File: config.mk
export PLATFORM = sky130hd
export DESIGN_NAME = sw_input_port_flat
export DESIGN_NICKNAME = d
export VERILOG_FILES = /design/src/rtl/sw_input_port_if.sv /design/src/rtl/sw_input_port.sv /design/src/flat_wrapper.sv
export SDC_FILE = /design/constraint.sdc
export NUM_CORES = 1
export LEC_CHECK = 0
export BUFFER_PORTS_ARGS = -buffer_cell sky130_fd_sc_hd__clkbuf_2
export CORE_MARGIN = 8
export CORE_UTILIZATION = 35
export DETAILED_ROUTE_END_ITERATION = 6
export PLACE_DENSITY_LB_ADDON = 0.25
export SLEW_MARGIN = 10
export SYNTH_ARGS = -nofsm -noshare
export SYNTH_HDL_FRONTEND = slang
export SYNTH_SLANG_ARGS = --single-unit
export TNS_END_PERCENT = 30
File: constraint.sdc
create_clock -name clk -period 4.25 [get_ports clk]
set_input_delay 0 -clock clk [delete_from_list [all_inputs] [get_ports clk]]
set_output_delay 0 -clock clk [all_outputs]
set_load 0.01 [all_outputs]
File: src/rtl/sw_input_port_if.sv
// CPU data-bus view of the switch input port.
// Define SW_IRQ_EN to carry the interrupt line.
interface sw_input_port_if;
  logic [15:0] addr;
  logic        re;
  logic        we;
  logic [15:0] wdata;
  logic [15:0] rdata;
`ifdef SW_IRQ_EN
  logic        irq;
`endif

  modport master (
    output addr, re, we, wdata,
`ifdef SW_IRQ_EN
    input  irq,
`endif
    input  rdata
  );

  modport slave (
    input  addr, re, we, wdata,
`ifdef SW_IRQ_EN
    output irq,
`endif
    output rdata
  );
endinterface

File: src/rtl/sw_input_port.sv
// Synchronized, debounced switch port with sticky rise capture.
// Define SW_IRQ_EN to add the mask register and registered irq.
module sw_input_port #(
  parameter int          WIDTH           = 10,
  parameter int          DEBOUNCE_CYCLES = 50000,
  parameter logic [15:0] BASE_ADDR       = 16'hC001
) (
  input  logic             clk,
  input  logic             rst,
  input  logic [WIDTH-1:0] SW,
  sw_input_port_if.slave   bus
);

  localparam int CW = $clog2(DEBOUNCE_CYCLES);
  localparam logic [CW-1:0] CNT_MAX =
    CW'(DEBOUNCE_CYCLES - 1);
  localparam logic [15:0] VAL_ADDR = BASE_ADDR;
  localparam logic [15:0] CAP_ADDR = BASE_ADDR + 16'd1;
`ifdef SW_IRQ_EN
  localparam logic [15:0] MSK_ADDR = BASE_ADDR + 16'd2;
`endif

  logic [WIDTH-1:0] s1_q, s2_q;
  logic [WIDTH-1:0] stable_q, stable_d;
  logic [CW-1:0]    cnt_q [WIDTH];
  logic [CW-1:0]    cnt_d [WIDTH];
  logic [WIDTH-1:0] cap_q, cap_d;
  logic [WIDTH-1:0] rise;
  logic [WIDTH-1:0] cap_clr;
  logic             cap_wr;
`ifdef SW_IRQ_EN
  logic [WIDTH-1:0] mask_q, mask_d;
  logic             irq_q, irq_d;
  logic             msk_wr;
`endif
  logic             unused_wdata;

  // Bits of wdata above WIDTH have no effect.
  assign unused_wdata = ^bus.wdata;

  // Two-flop synchronizer for the asynchronous switches.
  always_ff @(posedge clk) begin
    if (rst) begin
      s1_q <= '0;
      s2_q <= '0;
    end else begin
      s1_q <= SW;
      s2_q <= s1_q;
    end
  end

  // Per-bit counter of consecutive cycles s2 differs.
  always_comb begin
    stable_d = stable_q;
    for (int i = 0; i < WIDTH; i++) begin
      cnt_d[i] = '0;
      if (s2_q[i] != stable_q[i]) begin
        if (cnt_q[i] == CNT_MAX) begin
          stable_d[i] = s2_q[i];
        end else begin
          cnt_d[i] = cnt_q[i] + 1'b1;
        end
      end
    end
  end

  // Capture set by rising stable bits wins over W1C.
  always_comb begin
    rise    = stable_d & ~stable_q;
    cap_wr  = bus.we && (bus.addr == CAP_ADDR);
    cap_clr = cap_wr ? bus.wdata[WIDTH-1:0] : '0;
    cap_d   = (cap_q & ~cap_clr) | rise;
  end

`ifdef SW_IRQ_EN
  // Mask write and interrupt from pre-edge state.
  always_comb begin
    msk_wr = bus.we && (bus.addr == MSK_ADDR);
    mask_d = msk_wr ? bus.wdata[WIDTH-1:0] : mask_q;
    irq_d  = |(cap_q & mask_q);
  end
`endif

  // State registers with synchronous reset.
  always_ff @(posedge clk) begin
    if (rst) begin
      stable_q <= '0;
      cap_q    <= '0;
      for (int i = 0; i < WIDTH; i++) begin
        cnt_q[i] <= '0;
      end
`ifdef SW_IRQ_EN
      mask_q   <= '0;
      irq_q    <= 1'b0;
`endif
    end else begin
      stable_q <= stable_d;
      cap_q    <= cap_d;
      for (int i = 0; i < WIDTH; i++) begin
        cnt_q[i] <= cnt_d[i];
      end
`ifdef SW_IRQ_EN
      mask_q   <= mask_d;
      irq_q    <= irq_d;
`endif
    end
  end

  // Read mux; idle value is zero so reads can be ORed.
  always_comb begin
    bus.rdata = 16'h0000;
    if (bus.re) begin
      unique case (bus.addr)
        VAL_ADDR: bus.rdata = 16'(stable_q);
        CAP_ADDR: bus.rdata = 16'(cap_q);
`ifdef SW_IRQ_EN
        MSK_ADDR: bus.rdata = 16'(mask_q);
`endif
        default:  bus.rdata = 16'h0000;
      endcase
    end
  end

`ifdef SW_IRQ_EN
  assign bus.irq = irq_q;
`endif

endmodule

File: src/flat_wrapper.sv
// flat-port wrapper written by rule: the top's interface ports become plain ports
module sw_input_port_flat 
#(
  parameter int          WIDTH           = 10,
  parameter int          DEBOUNCE_CYCLES = 50000,
  parameter logic [15:0] BASE_ADDR       = 16'hC001
)
  (clk, rst, SW, bus_addr, bus_re, bus_we, bus_wdata, bus_rdata);
  sw_input_port_if bus_i ();
  input  logic clk;
  input  logic rst;
  input  logic [WIDTH-1:0] SW;
  input wire logic [$bits(bus_i.addr)-1:0] bus_addr;
  input wire logic [$bits(bus_i.re)-1:0] bus_re;
  input wire logic [$bits(bus_i.we)-1:0] bus_we;
  input wire logic [$bits(bus_i.wdata)-1:0] bus_wdata;
  output wire logic [$bits(bus_i.rdata)-1:0] bus_rdata;
  assign bus_i.addr = bus_addr;
  assign bus_i.re = bus_re;
  assign bus_i.we = bus_we;
  assign bus_i.wdata = bus_wdata;
  assign bus_rdata = bus_i.rdata;
  sw_input_port #(.WIDTH(WIDTH), .DEBOUNCE_CYCLES(DEBOUNCE_CYCLES), .BASE_ADDR(BASE_ADDR)) u_core (.clk(clk), .rst(rst), .SW(SW), .bus(bus_i));
endmodule
==> summary.txt, run 1 <==
GRT
  – Vias in the first global route: 6338
  – Initial antenna violation count: 0
  – Remaining Overflow, GRT: 0
  – Aggregate global-route resource usage: 11.6%
  – Largest net degree at the start of global routing: 42
  – First-pass GRT wire length: 29900 um

Power and ir drop
  – Cell Pwr Density: roughly 350 mW/mm^2
  – Max IR drop VDD: 0.205 mV
  – Leak: 0.00310 uW

Synthesis
  – Share of Yosys cell area claimed by the top area cell type: 45.9%
  – Distinct cells, synth: 40
  – Synth warn: 0
  – Synth top cells by count: nor2_1 (206), dfxtp_1 (200), xnor2_1 (117)
  – Fraction of registers with async set/reset: 0%
  – Post-synthesis register bit count: 200
  – Primary FF master, synth: dfxtp_1
  – Mapped Cells: ~1000
  – Post-synth top area cell: dfxtp_1
  – Seq/Total Area, Yosys: 45.9%
  – EDFF count, synth: 0
  – Top post-synthesis cells by area: dfxtp_1 (46%), xnor2_1 (12%), nor2_1 (8.9%)
  – Syn Area/Cell: 8.77 um^2
  – Cell Area, Synth: roughly 0.0087 mm^2
  – Cell with the most instances after synthesis: nor2_1

Die
  – Initial Utilization: 35.8%
  – Core area: between 0.02 and 0.025 mm^2
  – Full die area: 0.0302 mm^2
  – Die H: 174 um
  – Chip width: 174 um
  – Ports: 62
  – Std-Cell Rows: between 50 and 60

Setup path
  – Kind of critical path: input pin to output port
  – Critical path's largest stage delay: ~690 ps
  – R2R cell count: 5
  – Crit-path cells: clkbuf_2 -> nor4b_1 -> nand4_1 -> or2_2 -> nor2_1 -> clkbuf_2
  – CP Capture Type: output port
  – Highest-delay cell along the critical path: or2_2
  – CP most frequent cell: clkbuf_2
  – Worst setup SP type: input pin
  – WP data required: 4250 ps
  – CP Max Fanout: 11
  – CP arrival: 2100 ps
  – Worst R2R Setup Slack: 2170 ps

Clock network
  – Inserted Clock Buffers: 17
  – Clk buf depth: 2
  – Clk slew on worst S/H paths: about 70 ps
  – CTS tree: done
  – # Post-CTS Setup Buffers: 0
  – Clock Latency Late Sink: approximately 430 ps
  – Num Clock Sinks: 200
  – CTS resizes: 0
  – Number of H-tree levels: 4
  – Clock root buffer: clkbuf_16

Hold path
  – Worst min-delay path class: input pin to flip-flop
  – Hold depth: 2

Drt
  – Routed via count: between 6000 and 7000
  – Drt initial violations: 246
  – ANT nets after route: 0
  – Wire length per cell: approximately 12 um
  – Pre-antenna DRT Iters: 4
  – Final wirelength: 17100 um
  – Routed vias/inst: about 4.8
  – DRC Markers: 0

STA
  – Measured slew at the worst slew-check pin: 1030 ps
  – Clock skew: 12.8 ps
  – Endpoints failing hold: 0
  – Setup TNS: 0 ps
  – Tcrit/Tclk final: 49.3%
  – RSZ-0062 raised after global routing: false
  – Endpoints failing setup: 0
  – Crit path time final: 2100 ps
  – Final slew viol count: 0
  – Slew headroom: a little under a third
  – Max Fclk: about 0.48 GHz

Finish
  – Fillers: around 2500
  – N_diodes: 0
  – Final Instance Count excl. Fillers: 1395
  – Fin nets: approximately 1100
  – Syn-to-layout area delta: 14.5%
  – Area of the multi-input gates: around 0.0045 mm^2
  – Sequential Area: 0.00400 mm^2
  – Share of cells above drive strength 1: under 10%

Placed design
  – DP Cell Count: ~1300
  – Port bufs: 49
  – Post-detail-place hpwl: 11700 um
  – Final GP Congestion: 0.757

Outcome
  – Status: finished clean

Run
  – Max-cap viol count: 0
-- kinds of logic (layout without fill, tap and decap cells) --
| logic type | count (synthesis) | after routing | synth area share (%) |
|---|---|---|---|
| mux | 10 | 10 | 1.15 |
| xor+xnor | 144 | 144 | 14.5 |
| flops | 200 | 200 | 45.9 |
| compound gates | 41 | 41 | 2.74 |
| fa+ha+maj | 10 | 10 | 1.43 |
| buf+inv | 58 | 129 | 3.06 |
| other cells | 1 | 6 | 0.0430 |
| simple gates | 531 | 531 | 31.2 |
-- critical path, delay by kind of cell --
kind / cells / cell delay [ps]
buffers and inverters: 2 / 250
and+or+nand+nor: 4 / 1840
-- cell usage in the layout, fill, tap and decap left out, types with 13 or more instances in the layout --
cell type,Yosys,layout
and3_1,13,13
clkbuf_16,0,17
clkbuf_2,0,49
dfxtp_1,200,200
dlygate4sd3_1,0,20
inv_1,25,25
nand2_1,47,47
nand3_1,63,63
nand4_1,40,40
nor2_1,206,206
nor2b_1,32,31
nor3_1,42,42
nor4_1,30,30
o21ai_0,23,23
xnor2_1,117,117
xor2_1,27,27
-- area by class of cell --
type,count,area share [%]
Multi-Input combinational cell,742,44.8
Sequential cell,200,40.1
Timing Repair Buffer,72,4.69
Clock buffer,18,4.30
Tap cell,324,4.06
Clock inverter,14,1.13
Inverter,25,0.940
-- metrics by stage --
step,cell area (um^2),worst slack (ps),power [uW],utilization (%),hold slack (ps)
detailed placement,9240,1980,2010,37.9,215
CTS,9990,1970,3550,40.9,70.6
global placement,9240,1970,2010,37.9,214
floorplan,8740,2500,1980,-,128
finish,9990,2150,3490,40.9,79.3
global route,9990,1890,3630,40.9,107
-- final timing paths --
check                                       from                             end
setup / recovery                     bus_addr[6]                    bus_rdata[5]
hold / removal                               rst   u_core.stable_q[8]$_SDFF_PP0_
setup reg to reg  u_core.cnt_q[0][80]$_SDFF_PP0_  u_core.cnt_q[0][86]$_SDFF_PP0_
hold reg to reg        u_core.s1_q[0]$_SDFF_PP0_       u_core.s2_q[0]$_SDFF_PP0_
-- power by group --
group	leakage, uW	switching, uW	internal [uW]
clock network	0.000256	744	764
logic	0.00123	48.8	39.5
registers	0.00162	7.71	1880
total	0.00310	801	2690
-- layer usage --
layer | vias to the layer above | track usage [%] | share of wire [%]
met5 | - | 0 | 0
met4 | 0 | 3.53 | 0.94
met3 | 10 | 2.83 | 3.3
met2 | 72 | 18.6 | 44
met1 | 3048 | 15.2 | 52
li1 | 3527 | - | -
-- registers in the layout, indices dropped and copies added (netlist names) --
register,count
u_core.cnt_q,160
u_core.cap_q,10
u_core.s1_q,10
u_core.s2_q,10
u_core.stable_q,10
-- timing repair --
item / in CTS / in global routing
setup endpoints to repair: 0 / 0
endpoints found under the hold margin: 20 / 0
hold buffers: 20 / 0
(Power assumes the default switching activity.)
==> run 2: changes to the inputs <==
==> constraint.sdc (replaced) <==
create_clock -name clk -period 2.04 [get_ports clk]
set_input_delay 0 -clock clk [delete_from_list [all_inputs] [get_ports clk]]
set_output_delay 0 -clock clk [all_outputs]
set_load 0.01 [all_outputs]
==> run 2 against run 1 <==
  * Global-route usage grew 0.066 points
  * Final cell count grew 1.3%
  * Critical path type is now flip-flop to flip-flop
  * Critical endpoint is now u_core.cnt_q[0][3]$_SDFF_PP0_
  * Register-to-register slack lost 1900 ps
  * Largest cell class unchanged
==> summary.txt, run 2 (same netlist as run 1, synthesis figures left out) <==
Drt
  – Drt initial violations: 343
  – Routed via count: between 6000 and 7000
  – Final wirelength: around 17000 um
  – ANT nets after route: 0
  – Wire length per cell: 12.4 um
  – Pre-antenna DRT Iters: 6
  – Routed vias/inst: 4.77
  – DRC Markers: 0

Clock network
  – Clk buf depth: 2
  – Inserted Clock Buffers: 17
  – CTS tree: done
  – Clock root buffer: clkbuf_16
  – Clk slew on worst S/H paths: 70 ps
  – Clock Latency Late Sink: 440 ps
  – CTS resizes: 0
  – Num Clock Sinks: 200
  – Number of H-tree levels: 4

Power and ir drop
  – Clock power share: 45.9%
  – Share of power burned in registers: around half
  – Internal: just under 6000 uW
  – Cell Pwr Density: around 750 mW/mm^2
  – Logic gate share of total power: about 2.6%
  – Sw Share: 22.5%
  – Max IR drop VDD: 0.485 mV
  – Leak: 0.00323 uW
  – NetSw: about 1700 uW

STA
  – Crit path time final: 1790 ps
  – Clock skew: 14.6 ps
  – RSZ-0062 raised after global routing: false
  – Max Fclk: 0.558 GHz
  – Endpoints failing hold: 0
  – Setup TNS: 0 ps
  – Endpoints failing setup: 0
  – Tcrit/Tclk final: between 80% and 90%
  – Final slew viol count: 0

Die
  – Chip width: around 170 um
  – Die H: 174 um
  – Std-Cell Rows: 57
  – Core area: roughly 0.024 mm^2
  – Full die area: 0.0302 mm^2
  – Ports: 62
  – Initial Utilization: 35.8%

Finish
  – Final Instance Count excl. Fillers: roughly 1400
  – Largest register by flop count: u_core.cnt_q
  – Most common cell after layout, fill and taps aside: nor2_1
  – Fin nets: between 1000 and 1500
  – Syn-to-layout area delta: 17.1%
  – Commonest non-fill, non-tap cells in the layout: nor2_1 (206), dfxtp_1 (200), xnor2_1 (117), nand3_1 (63), clkbuf_2 (49)
  – Fillers: 2485
  – Share of cells above drive strength 1: around 10%
  – Finished Cell Area: 0.0102 mm^2
  – Max reg flops: 160
  – N_diodes: 0

GRT
  – First-pass GRT wire length: 30000 um
  – Initial antenna violation count: 0
  – Largest net degree at the start of global routing: 34
  – Met3 Use GR: under 10%
  – Vias in the first global route: 6265
  – GRT met1 Usage: 15.1%
  – Remaining Overflow, GRT: 0
  – Aggregate global-route resource usage: around an eighth
  – Global route hottest layer: met2
  – GRT met2 Usage: 18.7%

Placed design
  – Dpl cell area: between 0.009 and 0.01 mm^2
  – Final GP Congestion: 0.755
  – Port bufs: 49
  – Post-detail-place hpwl: between 10000 and 15000 um
  – DP Cell Count: 1360

Setup path
  – CP Max Fanout: 14
  – Worst setup SP type: flip-flop
  – R2R cell count: 4
  – WP data required: 2360 ps
  – Reg-to-reg critical path endpoint: u_core.cnt_q[0][3]$_SDFF_PP0_
  – CP arrival: 2110 ps
  – CP Capture Type: flip-flop
  – Kind of critical path: flip-flop to flip-flop
  – Worst R2R Setup Slack: 250 ps
  – FF-to-FF Start: u_core.cnt_q[0][12]$_SDFF_PP0_

Hold path
  – WHS Endpoint: u_core.cap_q[4]$_SDFF_PP0_
  – Worst min-delay path class: input pin to flip-flop
  – Hold Crit Start: bus_we
  – Hold depth: 4

Run
  – Max-cap viol count: 0

Outcome
  – Status: finished clean
==> run 2: cell types whose count changed in the layout (fill, tap and decap cells not counted), sizes merged <==
cell | before | now
bufinv | 0 | 2
clkinvlp | 4 | 1
clkinv | 3 | 2
dlygate4sd3 | 20 | 21
inv | 32 | 34
buf | 3 | 20
==> run 2: power groups by stage <==
stage	clock network (uW)	logic (uW)	registers, uW
6_report	3500	198	3940
3_3_place_gp	0	167	4030
2_1_floorplan	0	100	4030
4_1_cts	3630	201	3940
5_1_grt	3770	220	3940
3_5_place_dp	0	168	4030
==> run 2: metrics by stage <==
| stage | util [%] | hold WS, ps | worst slack [ps] | total power, uW |
|---|---|---|---|---|
| final | 41.9 | 114 | 248 | 7640 |
| after detailed placement | 38.5 | 212 | 258 | 4200 |
| after global routing | 41.9 | 157 | 149 | 7940 |
| after CTS | 41.9 | 115 | 247 | 7770 |
| after floorplan | - | 128 | 288 | 4130 |
| after global placement | 38.5 | 211 | 259 | 4200 |
==> run 2: how the worst max path moves through the flow <==
| stage | slack (ps) | to | startpoint |
|---|---|---|---|
| 6_report | 250 | u_core.cnt_q[0][3]$_SDFF_PP0_ | u_core.cnt_q[0][12]$_SDFF_PP0_ |
| 5_1_grt | 150 | u_core.cnt_q[0][73]$_SDFF_PP0_ | u_core.cnt_q[0][64]$_SDFF_PP0_ |
| 4_1_cts | 250 | u_core.cnt_q[0][3]$_SDFF_PP0_ | u_core.cnt_q[0][12]$_SDFF_PP0_ |
| 3_5_place_dp | 260 | u_core.cnt_q[0][63]$_SDFF_PP0_ | u_core.cnt_q[0][52]$_SDFF_PP0_ |
| 3_3_place_gp | 260 | u_core.cnt_q[0][3]$_SDFF_PP0_ | u_core.cnt_q[0][12]$_SDFF_PP0_ |
| 2_1_floorplan | 290 | u_core.cnt_q[0][58]$_SDFF_PP0_ | u_core.cnt_q[0][60]$_SDFF_PP0_ |
==> run 2: critical path, cell delays in order, from the launching register on <==
cell and delay (ps):
dfxtp_1 360, or4_1 510, or4_4 570, nand2_4 180
nor2_1 70
==> run 2: layer usage <==
metal  part of all wire (%)  wire length, um
met1                     50             8740
met2                     45             7810
met3                    4.2              742
met4                    1.0              182
met5                      0                0
==> run 2: repair_timing <==
item / CTS / global route
hold buffers: 21 / 0
setup buffers: 0 / 0
hold endpoints to repair: 23 / 0
==> run 2: layout make-up <==
type	count	area (um^2)	share of cell area, %
clock buffer	18	439	4.30
clock inverter	14	179	1.75
inverter	25	93.8	0.919
multi-input combinational	742	4470	43.8
sequential	200	4000	39.2
tap	324	405	3.97
timing repair buffer	90	618	6.05
==> run 3: changes to the inputs <==
--- a/config.mk
+++ b/config.mk
@@ -6,6 +6,8 @@
 export NUM_CORES = 1
 export LEC_CHECK = 0
 export BUFFER_PORTS_ARGS = -buffer_cell sky130_fd_sc_hd__clkbuf_2
+export CELL_PAD_IN_SITES_DETAIL_PLACEMENT = 1
+export CELL_PAD_IN_SITES_GLOBAL_PLACEMENT = 1
 export CORE_MARGIN = 8
 export CORE_UTILIZATION = 35
 export DETAILED_ROUTE_END_ITERATION = 6
==> run 3 against run 2 <==
  * Register-to-register slack got worse by 70 ps
  * Power fell by 3.6%
  * Via count rose by 3.1%
  * Sequential cell count did not move
  * Critical path type unchanged
  * Clock power fell by 7.7%
  * Critical path depth did not move
  * Largest power group unchanged
  * First-iteration DRC count fell by 22%
  * Wire length rose by 13%
==> summary.txt, run 3 (same netlist as run 1, synthesis figures left out) <==
Outcome
  – Status: finished clean

GRT
  – First-pass GRT wire length: 34100 um
  – Initial antenna violation count: 1
  – Largest net degree at the start of global routing: 42
  – Remaining Overflow, GRT: 0
  – Vias in the first global route: 7145
  – Aggregate global-route resource usage: 13.4%

Setup path
  – Critical path's largest stage delay: 590 ps
  – Highest-delay cell along the critical path: or4_4
  – CP Launch Point: u_core.cnt_q[0][60]$_SDFF_PP0_
  – WP data required: 2370 ps
  – Kind of critical path: flip-flop to flip-flop
  – CP Capture Type: flip-flop
  – Worst setup SP type: flip-flop
  – Buffers plus inverters on the worst setup path: 0
  – Crit-path cells: or4_1 -> or4_4 -> nand2_4 -> nor2_1
  – CP top delay family: simple AND/OR/NAND/NOR gates
  – CP arrival: 2190 ps
  – CP Max Fanout: 14
  – FF-to-FF Start: u_core.cnt_q[0][60]$_SDFF_PP0_

Die
  – Die H: 174 um
  – Chip width: 174 um
  – Ports: 62
  – Core area: 0.0244 mm^2
  – Std-Cell Rows: 57
  – Full die area: between 0.03 and 0.04 mm^2
  – Initial Utilization: 35.8%

STA
  – Crit path time final: 1860 ps
  – Tcrit/Tclk final: 91.1%
  – RSZ-0062 raised after global routing: false
  – Clock skew: 8.95 ps
  – Max Fclk: 0.538 GHz
  – Final slew viol count: 0
  – Endpoints failing setup: 0
  – Endpoints failing hold: 0
  – Setup TNS: 0 ps

Finish
  – Most common cell after layout, fill and taps aside: nor2_1
  – Max reg flops: 160
  – Fillers: about 2900
  – Syn-to-layout area delta: 16.6%
  – Share of cells above drive strength 1: 10.7%
  – Final Instance Count excl. Fillers: 1417
  – Largest register by flop count: u_core.cnt_q
  – Fin nets: 1135
  – Commonest non-fill, non-tap cells in the layout: nor2_1 (206), dfxtp_1 (200), xnor2_1 (117), nand3_1 (63), clkbuf_2 (49)

Hold path
  – Worst min-delay path class: input pin to flip-flop
  – Hold Crit Start: bus_we

Clock network
  – Inserted Clock Buffers: 17
  – Clock Latency Late Sink: 430 ps
  – Clock root buffer: clkbuf_16
  – Number of H-tree levels: 4
  – Clk buf depth: 2
  – Clk slew on worst S/H paths: 80 ps
  – CTS tree: done
  – Num Clock Sinks: 200

Drt
  – ANT nets after route: 0
  – Routed via count: 6949
  – Routed vias/inst: 4.90
  – Pre-antenna DRT Iters: 4
  – Drt initial violations: 267
  – Wire length per cell: about 14 um
  – DRC Markers: 0
  – Final wirelength: between 15000 and 20000 um

Placed design
  – Final GP Congestion: ~0.76
  – DP Cell Count: 1364
  – Port bufs: 49
  – Post-detail-place hpwl: 13900 um

Power and ir drop
  – Cell Pwr Density: 724 mW/mm^2
  – Leak: ~0.0032 uW
  – Max IR drop VDD: approximately 0.53 mV

Run
  – Max-cap viol count: 0
run 3: changes by cell type in the layout (fill, tap and decap cells not counted), sizes merged:
cell / delta
inv: -3
bufinv: -2
dlygate4sd3: -1
clkinv: +4
diode: +1
buf: +4
clkinvlp: +1
run 3: metal layers:
layer	GRT usage (%)	vias to the layer above	wire length [um]
met1	16.7	3315	9610
met2	22.8	56	9260
met4	3.42	0	188
li1	-	3568	-
met3	3.22	10	623
met5	0	-	0
run 3: power breakdown:
part | switching (uW) | internal [uW] | total, uW
clock network | 1600 | 1630 | 3230
registers | 16.8 | 3920 | 3940
logic | 106 | 92.7 | 199
total | 1720 | 5640 | 7370
run 3: worst paths after layout:
check,end,slack (ps),cells after the start
max reg2reg,u_core.cnt_q[0][52]$_SDFF_PP0_,180,4
min reg2reg,u_core.s2_q[5]$_SDFF_PP0_,440,1
max,u_core.cnt_q[0][52]$_SDFF_PP0_,180,4
min,u_core.cap_q[4]$_SDFF_PP0_,70,4
run 3: per-stage QoR:
stage / setup WS (ps) / area [um^2] / total power (uW) / hold WS [ps] / util (%)
CTS: 166 / 10200 / 7490 / 75.6 / 41.7
global placement: 221 / 9410 / 4200 / 215 / 38.6
detailed placement: 205 / 9410 / 4210 / 218 / 38.6
floorplan: 288 / 8740 / 4130 / 128 / -
finish: 181 / 10200 / 7370 / 71.8 / 41.7
global route: 122 / 10200 / 7660 / 102 / 41.7
run 3: area by class of cell:
type | count | area (um^2) | area share, %
Clock buffer | 18 | 439 | 4.32
Tap cell | 324 | 405 | 3.99
Multi-Input combinational cell | 742 | 4470 | 44.0
Timing Repair Buffer | 93 | 638 | 6.27
Clock inverter | 14 | 115 | 1.13
Antenna cell | 1 | 2.50 | 0.0246
Inverter | 25 | 93.8 | 0.923
Sequential cell | 200 | 4000 | 39.4
run 3: worst register-to-register path: stages (launching register included):
cell     delay, ps
dfxtp_1        330
or4_1          570
or4_4          590
nand2_4        190
nor2_1          70
run 3: timing repair:
action / CTS / global route
buffers inserted: 0 / 0
resized for setup: 0 / 0
setup endpoints to repair: 0 / 0
endpoints found under the hold margin: 20 / 0
hold buffers: 20 / 0
